File: config.mk
export PLATFORM = sky130hd
export DESIGN_NAME = pi_link_rx
export DESIGN_NICKNAME = d
export VERILOG_FILES = /design/src/rtl/pi_link_rx.sv
export SDC_FILE = /design/constraint.sdc
export NUM_CORES = 1
export LEC_CHECK = 0
export CAP_MARGIN = 20
export CORE_ASPECT_RATIO = 0.75
export CORE_MARGIN = 2
export CORE_UTILIZATION = 45
export CTS_CLUSTER_SIZE = 20
export DETAILED_ROUTE_END_ITERATION = 12
export HOLD_SLACK_MARGIN = 0.05
export SYNTH_ARGS = -nofsm -noshare
export SYNTH_HDL_FRONTEND = slang
export SYNTH_SLANG_ARGS = --single-unit
export TNS_END_PERCENT = 1
File: constraint.sdc
create_clock -name clk -period 4.8 [get_ports clk]
set_clock_uncertainty 0.2 [all_clocks]
set_input_delay 0.48 -clock clk [delete_from_list [all_inputs] [get_ports clk]]
set_output_delay 0.48 -clock clk [all_outputs]
set_load 0.02 [all_outputs]
File: src/rtl/pi_link_rx.sv
// pi_link_rx: receiver for the Raspberry Pi parallel link.
// Synchronises the Pi request strobe, runs a 4-phase req/ack handshake,
// packs captured bytes little-endian into words and buffers them in a
// first-word-fall-through FIFO drained by a valid/ready stream.
module pi_link_rx #(
  parameter int unsigned DATA_W      = 8,
  parameter int unsigned WORD_BYTES  = 1,
  parameter int unsigned SYNC_STAGES = 2,
  parameter int unsigned FIFO_DEPTH  = 16,
  parameter int unsigned TIMEOUT     = 1000000
) (
  input  logic                               clk,
  input  logic                               reset,
  input  logic                               pi_hsk_raw,
  input  logic [DATA_W-1:0]                  data,
  output logic                               fpga_hsk,
  input  logic                               flush,
  output logic [DATA_W*WORD_BYTES-1:0]       out_data,
  output logic                               out_valid,
  input  logic                               out_ready,
  output logic [$clog2(FIFO_DEPTH+1)-1:0]    fifo_level,
  output logic                               tmo_err
);

  localparam int unsigned WORD_W   = DATA_W * WORD_BYTES;
  localparam int unsigned LVL_W    = $clog2(FIFO_DEPTH + 1);
  localparam int unsigned AW       = $clog2(FIFO_DEPTH);
  localparam int unsigned IDX_W    = (WORD_BYTES > 1) ? $clog2(WORD_BYTES) : 1;
  localparam int unsigned LAST_IDX = WORD_BYTES - 1;
  localparam int unsigned TMO_W    = (TIMEOUT > 1) ? $clog2(TIMEOUT) : 1;
  localparam int unsigned TMO_LAST = (TIMEOUT > 0) ? TIMEOUT - 1 : 0;
  localparam bit          TMO_EN   = (TIMEOUT != 0);

  typedef enum logic [1:0] {
    S_IDLE    = 2'd0,
    S_ACK     = 2'd1,
    S_RECOVER = 2'd2
  } state_t;

  state_t                 r_state;
  state_t                 w_state_nxt;
  logic [SYNC_STAGES-1:0] r_sync;
  logic [DATA_W-1:0]      r_data_q;
  logic                   r_fpga_hsk;
  logic                   r_tmo_err;
  logic [TMO_W-1:0]       r_tmo_cnt;
  logic [IDX_W-1:0]       r_byte_idx;
  logic [WORD_W-1:0]      r_word;
  logic                   r_push_pend;
  logic [WORD_W-1:0]      r_mem [FIFO_DEPTH];
  logic [AW-1:0]          r_wr_ptr;
  logic [AW-1:0]          r_rd_ptr;
  logic [LVL_W-1:0]       r_level;
  logic [LVL_W-1:0]       w_level_nxt;
  logic                   r_full;
  logic                   r_out_valid;

  logic w_pi_hsk;
  logic w_last_lane;
  logic w_stall;
  logic w_tmo_hit;
  logic w_capture;
  logic w_tmo_set;
  logic w_hsk_nxt;
  logic w_push;
  logic w_pop;

  assign w_pi_hsk    = r_sync[SYNC_STAGES-1];
  assign w_last_lane = (r_byte_idx == IDX_W'(LAST_IDX));
  // Only the word-completing capture waits for FIFO space.
  assign w_stall     = r_full && w_last_lane;
  assign w_tmo_hit   = TMO_EN && (r_tmo_cnt == TMO_W'(TMO_LAST));
  assign w_push      = r_push_pend && !flush;
  assign w_pop       = r_out_valid && out_ready && !flush;

  assign fpga_hsk   = r_fpga_hsk;
  assign tmo_err    = r_tmo_err;
  assign out_valid  = r_out_valid;
  assign fifo_level = r_level;
  assign out_data   = r_mem[r_rd_ptr];

  // Strobe synchroniser chain.
  always_ff @(posedge clk) begin
    if (reset) r_sync <= '0;
    else       r_sync <= {r_sync[SYNC_STAGES-2:0], pi_hsk_raw};
  end

  // Data bus sampled every cycle; only read once the strobe is synchronised.
  always_ff @(posedge clk) begin
    r_data_q <= data;
  end

  // Handshake state register.
  always_ff @(posedge clk) begin
    if (reset) r_state <= S_IDLE;
    else       r_state <= w_state_nxt;
  end

  // Handshake next-state logic.
  always_comb begin
    w_state_nxt = r_state;
    case (r_state)
      S_IDLE:    if (w_pi_hsk && !w_stall) w_state_nxt = S_ACK;
      S_ACK:     if (!w_pi_hsk)            w_state_nxt = S_IDLE;
                 else if (w_tmo_hit)       w_state_nxt = S_RECOVER;
      S_RECOVER: if (!w_pi_hsk)            w_state_nxt = S_IDLE;
      default:                             w_state_nxt = S_IDLE;
    endcase
  end

  // Handshake outputs decoded from the transition.
  always_comb begin
    w_capture = (r_state == S_IDLE) && (w_state_nxt == S_ACK) && !flush;
    w_tmo_set = (r_state == S_ACK) && (w_state_nxt == S_RECOVER);
    w_hsk_nxt = (w_state_nxt == S_ACK);
  end

  // Registered acknowledge, sticky timeout flag and ACK dwell counter.
  always_ff @(posedge clk) begin
    if (reset) begin
      r_fpga_hsk <= 1'b0;
      r_tmo_err  <= 1'b0;
      r_tmo_cnt  <= '0;
    end else begin
      r_fpga_hsk <= w_hsk_nxt;
      if (w_tmo_set) r_tmo_err <= 1'b1;
      if (r_state != S_ACK) r_tmo_cnt <= '0;
      else                  r_tmo_cnt <= r_tmo_cnt + TMO_W'(1);
    end
  end

  // Lane index and one-cycle-delayed push of a completed word.
  always_ff @(posedge clk) begin
    if (reset) begin
      r_byte_idx  <= '0;
      r_push_pend <= 1'b0;
    end else begin
      r_push_pend <= 1'b0;
      if (flush) begin
        r_byte_idx <= '0;
      end else if (w_capture) begin
        if (w_last_lane) begin
          r_byte_idx  <= '0;
          r_push_pend <= 1'b1;
        end else begin
          r_byte_idx <= r_byte_idx + IDX_W'(1);
        end
      end
    end
  end

  // Word assembly register.
  always_ff @(posedge clk) begin
    if (w_capture) r_word[r_byte_idx*DATA_W +: DATA_W] <= r_data_q;
  end

  // FIFO occupancy after this cycle's push/pop.
  always_comb begin
    w_level_nxt = r_level;
    if (w_push && !w_pop)      w_level_nxt = r_level + LVL_W'(1);
    else if (!w_push && w_pop) w_level_nxt = r_level - LVL_W'(1);
  end

  // FIFO pointers and registered status flags.
  always_ff @(posedge clk) begin
    if (reset || flush) begin
      r_wr_ptr    <= '0;
      r_rd_ptr    <= '0;
      r_level     <= '0;
      r_full      <= 1'b0;
      r_out_valid <= 1'b0;
    end else begin
      if (w_push) r_wr_ptr <= r_wr_ptr + AW'(1);
      if (w_pop)  r_rd_ptr <= r_rd_ptr + AW'(1);
      r_level     <= w_level_nxt;
      r_full      <= (w_level_nxt == LVL_W'(FIFO_DEPTH));
      r_out_valid <= (w_level_nxt != '0);
    end
  end

  // FIFO storage.
  always_ff @(posedge clk) begin
    if (w_push) r_mem[r_wr_ptr] <= r_word;
  end

endmodule

==> metrics.md, run 1 <==
| Metric | Value |
|---|---|
| Critical Path RT | `4120 ps` |
| Layout overhead on the synthesized area | `13.89%` |
| Die outline height | `about 110 um` |
| Shortest clock period the worst path allows after layout | `~3800 ps` |
| Initial antenna violation count | `0` |
| Crit path arrival time | `3150 ps` |
| Count of TritonRoute iterations in the first routing pass | `5` |
| Syn Area/Cell | `17.02 um^2` |
| Syn nets | `454` |
| Die Area | `0.01743 mm^2` |
| Share of synthesized area occupied by flip-flops and latches | `70.07%` |
| Worst slew pin tran | `1075 ps` |
| Count of vias placed by the detailed router | `3721` |
| H-tree Lvls | `4` |
| Overflow left after global routing | `0` |
| Met1 wire length | `about 6400 um` |
| Clock-pin slew on the worst setup and hold paths | `60 ps` |
| Number of buffers added by the clock tree synthesis step | `17` |
| Top routing layer in use | `met4` |
| Final Max Slew Viols | `0` |
| Number of synthesized register bits | `190` |
| Result of the run | `finished, final reports clean` |
| Largest net degree at the start of global routing | `33` |
| Cell at the root of the clock tree | `clkbuf_16` |
| Async set-or-reset flop fraction in the synthesized netlist | `0%` |
| Hold-fix buffers at CTS | `0` |
| Overall Global Routing Usage | `about 17%` |
| Count of routing violations after the opening detailed-route iteration | `289` |
| Crit start category | `flip-flop` |
| Dominant register cell in the synthesized netlist | `edfxtp_1` |
| Num Clock Sinks | `190` |
| CTS tree | `done` |
| Weighted congestion at the end of routability-driven global placement | `0.7876` |
| Number of remaining DRC errors | `0` |
| Final setup fails | `0` |
| Max capacitance violation total | `0` |
| Maximum fanout encountered on the critical timing path | `32` |
| Post CTS Setup Buffer Count | `0` |
| Total placed instance area | `about 0.0078 mm^2` |
| Critical-path cell with the highest stage delay | `dfxtp_2` |
| Share of final-layout standard cells stronger than drive strength 1 | `between 10% and 20%` |
| IO Pins | `29` |
| Resize count post-CTS | `0` |
| Hold WC Path Type | `flip-flop to flip-flop` |
| Final Cell Area | `roughly 0.0084 mm^2` |
| FILL cells | `1297` |
| Power Dens Cells | `368.4 mW/mm^2` |
| Count of yosys warnings during synthesis | `0` |
| CP peak stage delay | `980 ps` |
| Cell area after technology mapping | `~0.0074 mm^2` |
| Crit share post-route | `79.69%` |
| Cells after synthesis | `433` |
| Routed wire length | `13430 um` |
| Worst slew slack as a fraction of its limit | `around 28%` |
| Via count of the first global-routing pass | `between 3000 and 4000` |
| Setup Crit Path Kind | `flip-flop to output port` |
| IR Drop Worst-Case VDD | `between 200 and 300 uV` |
| Number of nets in the layout | `486` |
| Initial cell density of the core | `46.02%` |
| Diodes inserted | `0` |
| Static Leakage | `between 2 and 3 nW` |
| Buffer levels on the longest clock path | `2` |
| Number of enable flip-flop cells after synthesis | `136` |
| Ranking of synthesized cells by area | `edfxtp_1, dfxtp_1, mux4_1` |
| Setup TNS Final | `0 ps` |
| Top achievable clock speed | `0.2614 GHz` |
| Endpoint type of the worst setup path | `output port` |
| Antenna-violating nets left | `0` |
| Number of vias per cell | `5.408` |
| Top cell type by total area after synthesis | `edfxtp_1` |
| Wire length of the first global-routing pass | `~21000 um` |
| Die X-Extent | `roughly 150 um` |
| Count of buffers inserted at the top-level ports | `28` |
| Core Area | `approximately 0.016 mm^2` |
| Crit-path cells | `mux4_1 -> mux4_2 -> clkdlybuf4s50_1` |
| Source-to-sink clock delay at the later pin of the worst-skew pair | `~430 ps` |
| Reg2reg setup slack | `2230 ps` |
| Number of core rows | `40` |
| Share of Yosys cell area claimed by the top area cell type | `55.41%` |
| RSZ-0062 raised after global routing | `no` |
| Unique masters post-synth | `43` |
| Final Hold Vio Count | `0` |
| DR WL met3 | `546 um` |
| Final routed wire length divided by cell count | `19.51 um` |
| Total length of routed met2 wires | `6239 um` |
| HPWL after detailed placement | `~8400 um` |
path summary, 6_finish.rpt:
path,endpoint,from,cells past startpoint
worst max-delay path,out_data[7],flip-flop,3
worst min-delay path,r_word[6],r_data_q[6],0
worst max register to register,r_mem[2][0],r_push_pend,3
worst min register to register,r_word[6],r_data_q[6],0
sequential cells by signal (all words and copies together), names as in the netlist, 4 cells and up, named ones only:
signal / cells
r_mem: 128
r_word: 8
r_wr_ptr: 4
r_data_q: 8
fifo_level: 5
r_rd_ptr: 4
r_tmo_cnt: 20
Yosys cell counts, types with 3 or more instances:
master,number
ha_1,8
a21oi_1,6
or3_1,4
nor2_1,46
nand4_1,7
xnor2_1,8
buf_1,4
o21ai_0,5
mux4_2,16
edfxtp_1,136
clkbuf_1,6
nand2b_1,3
xor2_1,17
a31oi_1,5
nand2_1,18
nor3_1,7
nand3_1,8
nor4_1,6
mux4_1,24
and4_1,3
and3_1,6
inv_1,11
dfxtp_1,54
nor2b_1,3
layer usage:
layer,vias to the layer above,global-route usage [%]
met4,0,7.160
met5,-,0
met3,17,4.127
met2,86,25.56
met1,1862,23.43
li1,1756,-
worst max-delay path: cells and delay by family (launching register included):
| family | cells | cell delay [ps] |
|---|---|---|
| multiplexers | 2 | 1160 |
| flip-flops | 1 | 980 |
| buffers and inverters | 1 | 560 |
report_power, final:
| group | switching, mW | internal (mW) | total [mW] | leakage (nW) |
|---|---|---|---|---|
| sequential | 0.00838 | 1.75 | 1.76 | 1.66 |
| combinational | 0.0137 | 0.0157 | 0.0293 | 0.747 |
| clock | 0.593 | 0.713 | 1.31 | 0.266 |
logic make-up after synthesis:
family	synth area share, %
AOI/OAI and AO/OA	2.190
xor gates and xnor gates	2.971
adders and majority gates	1.358
buffers and inverters	2.037
DFF	70.07
muxes	13.58
and+or+nand+nor	7.792
final cells by class:
class                           instances  area [um^2]  area share, %
Sequential cell                       190         5167          61.56
Clock buffer                           18        429.2          5.113
Multi-Input combinational cell        216         2082          24.80
Timing Repair Buffer                   29        291.5          3.473
Tap cell                              210        262.8          3.130
Clock inverter                         14        120.1          1.431
Inverter                               11        41.29         0.4919
layout by cell type (no fill, tap or decap), types with 11 or more instances in the layout:
master           count
nand2_1             18
clkbuf_16           17
dfxtp_1             52
inv_1               11
mux4_1              24
clkdlybuf4s50_1     28
nor2_1              46
xor2_1              17
mux4_2              16
edfxtp_1           136
per-stage QoR:
step	utilization [%]	total power, mW	hold slack [ps]	std cells	worst slack (ps)
final	52.41	3.092	204.3	688	975.0
after CTS	52.34	3.118	206.4	687	888.2
after floorplan	-	1.802	185.5	433	2488
after global routing	52.41	3.183	221.6	688	836.9
after detailed placement	48.91	1.822	191.0	655	1346
after global placement	48.91	1.821	187.2	655	1350
(Power assumes the default switching activity.)
==> run 2: changes to the inputs <==
- clock period: 4.8 -> 3.27 ns (I/O delays scaled with it)
==> run 2 against run 1 <==
Die area is the same. Via count up 1.9%. Count of clock-buffer cells in the layout fell by 1. Register-to-register slack got worse by 1300 ps. Routed wire length is 1.9% higher. Sequential share of layout area is 1.4 points lower. Clock power up 42%. Final area increased by 2.4%. Power rose by 45%.
==> metrics.md, run 2 (synthesis results as in run 1) <==
| Metric | Value |
|---|---|
| Top achievable clock speed | `0.3142 GHz` |
| Commonest non-fill, non-tap cell in the layout | `edfxtp_1 (unchanged)` |
| Critical Path RT | `2740 ps (was 4120 ps)` |
| IO Pins | `29 (unchanged)` |
| RSZ-0062 raised after global routing | `no (unchanged)` |
| H-tree Lvls | `4 (unchanged)` |
| Number of vias per cell | `5.302 (was 5.408)` |
| Number of buffers added by the clock tree synthesis step | `17 (unchanged)` |
| Final setup fails | `0 (unchanged)` |
| Via count of the first global-routing pass | `3841 (was 3699)` |
| Shortest clock period the worst path allows after layout | `about 3200 ps` |
| Initial antenna violation count | `0 (unchanged)` |
| Weighted congestion at the end of routability-driven global placement | `0.8083 (was 0.7876)` |
| Overall Global Routing Usage | `17.40% (was 16.83%)` |
| CTS tree | `done (unchanged)` |
| Final Power | `4.487 mW (was 3.092 mW)` |
| Logic depth of the worst register-to-register path | `4 (was 3)` |
| Count of vias placed by the detailed router | `3791 (was 3721)` |
| Count of routing violations after the opening detailed-route iteration | `344 (was 289)` |
| Setup Crit Path Kind | `flip-flop to output port (unchanged)` |
| Crit share post-route | `a little over nine tenths` |
| Hold WC Path Type | `input pin to flip-flop (was flip-flop to flip-flop)` |
| Worst slew slack as a fraction of its limit | `50.11% (was 27.96%)` |
| IR Drop Worst-Case VDD | `339.2 uV (was 261.3 uV)` |
| Count of buffers inserted at the top-level ports | `28 (unchanged)` |
| Registers with the most flip-flops | `r_mem (128), r_tmo_cnt (20) (unchanged)` |
| Static Leakage | `2.820 nW (was 2.674 nW)` |
| Hold-fix buffers at CTS | `0 (unchanged)` |
| Source-to-sink clock delay at the later pin of the worst-skew pair | `420 ps (was 430 ps)` |
| Number of remaining DRC errors | `0 (unchanged)` |
| Final cell utilization of the core | `53.65% (was 52.41%)` |
| Reg with most FFs | `r_mem (unchanged)` |
| Number of core rows | `40 (unchanged)` |
| Power Dens Cells | `522.3 mW/mm^2 (was 368.4 mW/mm^2)` |
| Clock-pin slew on the worst setup and hold paths | `60 ps (about the same)` |
| Wire length of the first global-routing pass | `21980 um (was 21000 um)` |
| Cell at the root of the clock tree | `clkbuf_16 (unchanged)` |
| Routed wire length | `13690 um (was 13430 um)` |
| Overflow left after global routing | `0 (unchanged)` |
| Crit path arrival time | `2660 ps (was 3150 ps)` |
| Count of TritonRoute iterations in the first routing pass | `4 (was 5)` |
| Resize count post-CTS | `0 (unchanged)` |
| Core Area | `0.01602 mm^2 (unchanged)` |
| Final Max Slew Viols | `0 (unchanged)` |
| Final Cell Area | `0.008592 mm^2 (was 0.008394 mm^2)` |
| Crit start category | `flip-flop (unchanged)` |
| Total placed instance area | `0.008048 mm^2 (was 0.007834 mm^2)` |
| Max capacitance violation total | `0 (unchanged)` |
| Initial cell density of the core | `46.02% (unchanged)` |
| Die X-Extent | `151.8 um (unchanged)` |
| Die Area | `0.01743 mm^2 (unchanged)` |
| Post CTS Setup Buffer Count | `0 (unchanged)` |
| Buffer levels on the longest clock path | `2 (unchanged)` |
| Num Clock Sinks | `190 (unchanged)` |
| HPWL after detailed placement | `9290 um (was 8391 um)` |
| Die outline height | `114.8 um (unchanged)` |
| Largest net degree at the start of global routing | `33 (unchanged)` |
| Layout overhead on the synthesized area | `16.57% (was 13.89%)` |
| Worst hold path cell count | `1 (was 0)` |
| Share of final-layout standard cells stronger than drive strength 1 | `15.45% (was 11.51%)` |
| Number of nets in the layout | `513 (was 486)` |
| Worst slew pin tran | `746.3 ps (was 1075 ps)` |
| Most frequent cells in the layout | `edfxtp_1, dfxtp_1, nor2_1 (unchanged)` |
| Final Hold Vio Count | `0 (unchanged)` |
| Setup TNS Final | `0 ps (unchanged)` |
| Antenna-violating nets left | `0 (unchanged)` |
| Diodes inserted | `0 (unchanged)` |
| Final routed wire length divided by cell count | `19.14 um (was 19.51 um)` |
| Endpoint type of the worst setup path | `output port (unchanged)` |
| Maximum fanout encountered on the critical timing path | `32 (unchanged)` |
| Result of the run | `finished, final reports clean (unchanged)` |
| Flip-flop count of the largest register, all copies and words added | `128 (unchanged)` |
## run 2: changes by cell type in the layout (fill, tap and decap cells not counted), moves of 3 or more
cell / before / now
clkdlybuf4s50_1: 28 / 25
clkinv_4: 4 / 0
nor3_2: 4 / 0
buf_4: 0 / 26
dlymetal6s2s_1: 0 / 3
inv_6: 2 / 5
nor3_1: 3 / 7
## run 2: worst paths after layout
| kind | startpoint | end | slack, ps |
|---|---|---|---|
| min reg2reg | r_data_q[1] | r_word[1] | 210 |
| min | data[1] | r_data_q[1] | 150 |
| max reg2reg | r_push_pend | r_mem[13][5] | 890 |
| max | flip-flop | out_data[1] | 90 |
## run 2: layer usage
metal  track usage (%)  routed length [um]  part of all wire (%)
met5                 0                   0                     0
met4             5.247                  80                  0.58
met3             4.206                 811                   5.9
met2             25.74                6336                    46
met1             25.83                6456                    47
## run 2: final cells by class
type,instances,area (um^2)
fill,1268,7423
sequential,190,5166
multi-input combinational,216,2062
timing repair buffer,56,523.0
clock buffer,17,425.4
tap,210,262.8
clock inverter,15,111.4
inverter,11,41.29
## run 2: critical path: stages (launching register included)
cell             delay (ps)
dfxtp_2                 340
buf_12                  240
mux4_1                  600
mux4_2                  480
clkdlybuf4s50_1         570
## run 2: metrics by stage
stage / hold slack (ps) / setup slack [ps] / instances
detailed placement: 194.2 / 490.5 / 683
global placement: 189.2 / 506.1 / 683
CTS: 134.2 / 33.02 / 715
finish: 150.3 / 87.65 / 715
floorplan: 154.7 / 1111 / 433
global route: 122.9 / 4.744 / 715
## run 2: where the power goes
part / leakage (nW) / internal (mW) / switching [mW]
sequential: 1.66 / 2.57 / 0.0119
clock: 0.252 / 0.983 / 0.882
combinational: 0.906 / 0.0237 / 0.0209
==> run 3: changes to the inputs <==
- PLACE_DENSITY: not set -> 0.72
==> run 3 against run 2 <==
Worst setup slack improved by 130 ps. Die area did not move. Sequential power barely moved. Largest cell class unchanged. Critical path type unchanged. Hold slack got worse by 11 ps. Via count rose by 2.0%. Clock power rose by 10%. Fmax rose by 4.4%. Cell count fell by 1.5%.
==> metrics.md, run 3 (synthesis results as in run 1) <==
| Metric | Value |
|---|---|
| Result of the run | `finished, final reports clean (unchanged)` |
| Via count of the first global-routing pass | `3831 (was 3841)` |
| Final Hold Vio Count | `0 (unchanged)` |
| Wire length of the first global-routing pass | `21910 um (was 21980 um)` |
| H-tree Lvls | `4 (unchanged)` |
| Worst slew slack as a fraction of its limit | `44.10% (was 50.11%)` |
| Core Area | `0.01602 mm^2 (unchanged)` |
| Crit path arrival time | `2520 ps (was 2660 ps)` |
| Number of vias per cell | `5.494 (was 5.302)` |
| Count of TritonRoute iterations in the first routing pass | `6 (was 4)` |
| Final Max Slew Viols | `0 (unchanged)` |
| Share of final-layout standard cells stronger than drive strength 1 | `12.96% (was 15.45%)` |
| Crit share post-route | `93.20% (was 97.32%)` |
| Number of nets in the layout | `502 (was 513)` |
| Number of remaining DRC errors | `0 (unchanged)` |
| Max capacitance violation total | `0 (unchanged)` |
| RSZ-0062 raised after global routing | `no (unchanged)` |
| Antenna-violating nets left | `0 (unchanged)` |
| Cell at the root of the clock tree | `clkbuf_16 (unchanged)` |
| Switching share of total power | `18.84% (was 20.38%)` |
| Share of total power in sequential cells | `55.2% (was 57.4%)` |
| Largest net degree at the start of global routing | `23 (was 33)` |
| Die outline height | `114.8 um (unchanged)` |
| Layout overhead on the synthesized area | `16.02% (was 16.57%)` |
| Overall Global Routing Usage | `17.68% (was 17.40%)` |
| Initial antenna violation count | `0 (unchanged)` |
| Source-to-sink clock delay at the later pin of the worst-skew pair | `420 ps (about the same)` |
| Weighted congestion at the end of routability-driven global placement | `0.8045 (was 0.8083)` |
| Flip-flop count of the largest register, all copies and words added | `128 (unchanged)` |
| Shortest clock period the worst path allows after layout | `3048 ps (was 3182 ps)` |
| Final setup fails | `0 (unchanged)` |
| Hold-fix buffers at CTS | `0 (unchanged)` |
| Number of buffers added by the clock tree synthesis step | `17 (unchanged)` |
| Power Dens Cells | `546.0 mW/mm^2 (was 522.3 mW/mm^2)` |
| Count of vias placed by the detailed router | `3868 (was 3791)` |
| Num Clock Sinks | `190 (unchanged)` |
| Crit start category | `flip-flop (unchanged)` |
| Proportion of power drawn by combinational gates | `0.9% (was 1.0%)` |
| Hold WC Path Type | `input pin to flip-flop (unchanged)` |
| Reg with most FFs | `r_mem (unchanged)` |
| Overflow left after global routing | `0 (unchanged)` |
| Setup Crit Path Kind | `flip-flop to output port (unchanged)` |
| CTS tree | `done (unchanged)` |
| Worst hold slack | `138.9 ps (was 150.3 ps)` |
| Count of routing violations after the opening detailed-route iteration | `260 (was 344)` |
| Endpoint type of the worst setup path | `output port (unchanged)` |
| Initial cell density of the core | `46.02% (unchanged)` |
| Routed wire length | `14130 um (was 13690 um)` |
| IR Drop Worst-Case VDD | `358.9 uV (was 339.2 uV)` |
| Clock-pin slew on the worst setup and hold paths | `70 ps (was 60 ps)` |
| Top achievable clock speed | `0.3281 GHz (was 0.3142 GHz)` |
| Critical Path RT | `2740 ps (about the same)` |
| Total net switching power | `0.8797 mW (was 0.9144 mW)` |
| FILL cells | `1248 (was 1268)` |
| Die X-Extent | `151.8 um (unchanged)` |
| Internal power of the cells | `3.790 mW (was 3.573 mW)` |
| Final routed wire length divided by cell count | `20.08 um (was 19.14 um)` |
| Count of buffers inserted at the top-level ports | `28 (unchanged)` |
| Most frequent cells in the layout | `edfxtp_1, dfxtp_1, nor2_1 (unchanged)` |
| Total placed instance area | `0.007946 mm^2 (was 0.008048 mm^2)` |
| Maximum fanout encountered on the critical timing path | `22 (was 32)` |
| Commonest non-fill, non-tap cell in the layout | `edfxtp_1 (unchanged)` |
| Worst slew pin tran | `835.5 ps (was 746.3 ps)` |
| Static Leakage | `2.816 nW (was 2.820 nW)` |
| Number of core rows | `40 (unchanged)` |
| IO Pins | `29 (unchanged)` |
| Buffer levels on the longest clock path | `2 (unchanged)` |
| Diodes inserted | `0 (unchanged)` |
| Clock network fraction of design power | `43.8% (was 41.6%)` |
| HPWL after detailed placement | `8848 um (was 9290 um)` |
| Registers with the most flip-flops | `r_mem (128), r_tmo_cnt (20) (unchanged)` |
| Die Area | `0.01743 mm^2 (unchanged)` |
| Setup TNS Final | `0 ps (unchanged)` |
| Final Cell Area | `0.008552 mm^2 (was 0.008592 mm^2)` |
-- run 3: path summary, 6_finish.rpt --
path	start	endpoint	slack (ps)	cells after the start
worst max-delay path	flip-flop	out_data[1]	220	4
worst min-delay path	data[6]	r_data_q[6]	140	1
worst max register to register	r_push_pend	r_mem[10][2]	890	3
worst min register to register	r_data_q[0]	r_word[0]	200	0
-- run 3: power by group through the flow --
stage	logic, mW	registers [mW]	clock network [mW]
4_1_cts	0.0440	2.58	2.09
5_1_grt	0.0478	2.58	2.18
3_5_place_dp	0.0441	2.63	0
6_report	0.0433	2.58	2.05
2_1_floorplan	0.0189	2.63	0
3_3_place_gp	0.0431	2.63	0
-- run 3: final cells by class --
class / instances / area (um^2) / share of cell area, %
flip-flops and latches: 190 / 5166 / 60.41
multi-input cells: 216 / 2056 / 24.04
clock buffers: 25 / 561.8 / 6.569
repair buffers: 45 / 421.7 / 4.931
well taps: 210 / 262.8 / 3.072
clock inverters: 7 / 42.54 / 0.4974
inverters: 11 / 41.29 / 0.4828
-- run 3: repair_timing --
action | CTS | global route
gates resized for setup | 5 | 3
setup endpoints to repair | 5 | 3
setup buffers | 0 | 0
-- run 3: per-layer routing --
layer | GRT usage [%] | share of wire [%] | vias to the layer above
met5 | 0 | 0 | -
met4 | 5.741 | 1.0 | 0
met3 | 5.119 | 5.9 | 10
met2 | 27.18 | 47 | 116
met1 | 24.60 | 46 | 1953
li1 | - | - | 1789
-- run 3: worst max-delay path, stage by stage (launching register included) --
cell and delay, ps:
dfxtp_2 440, buf_12 230, mux4_1 590, mux4_2 490, dlygate4sd2_1 340
-- run 3: per-stage QoR --
stage	utilization (%)	power, mW	setup WS, ps	std cells
after floorplan	-	2.646	1111	433
after global placement	49.62	2.673	459.6	672
after detailed placement	49.62	2.675	443.2	672
after CTS	53.35	4.711	16.36	704
after global routing	53.40	4.808	126.7	704
final	53.40	4.670	222.4	704
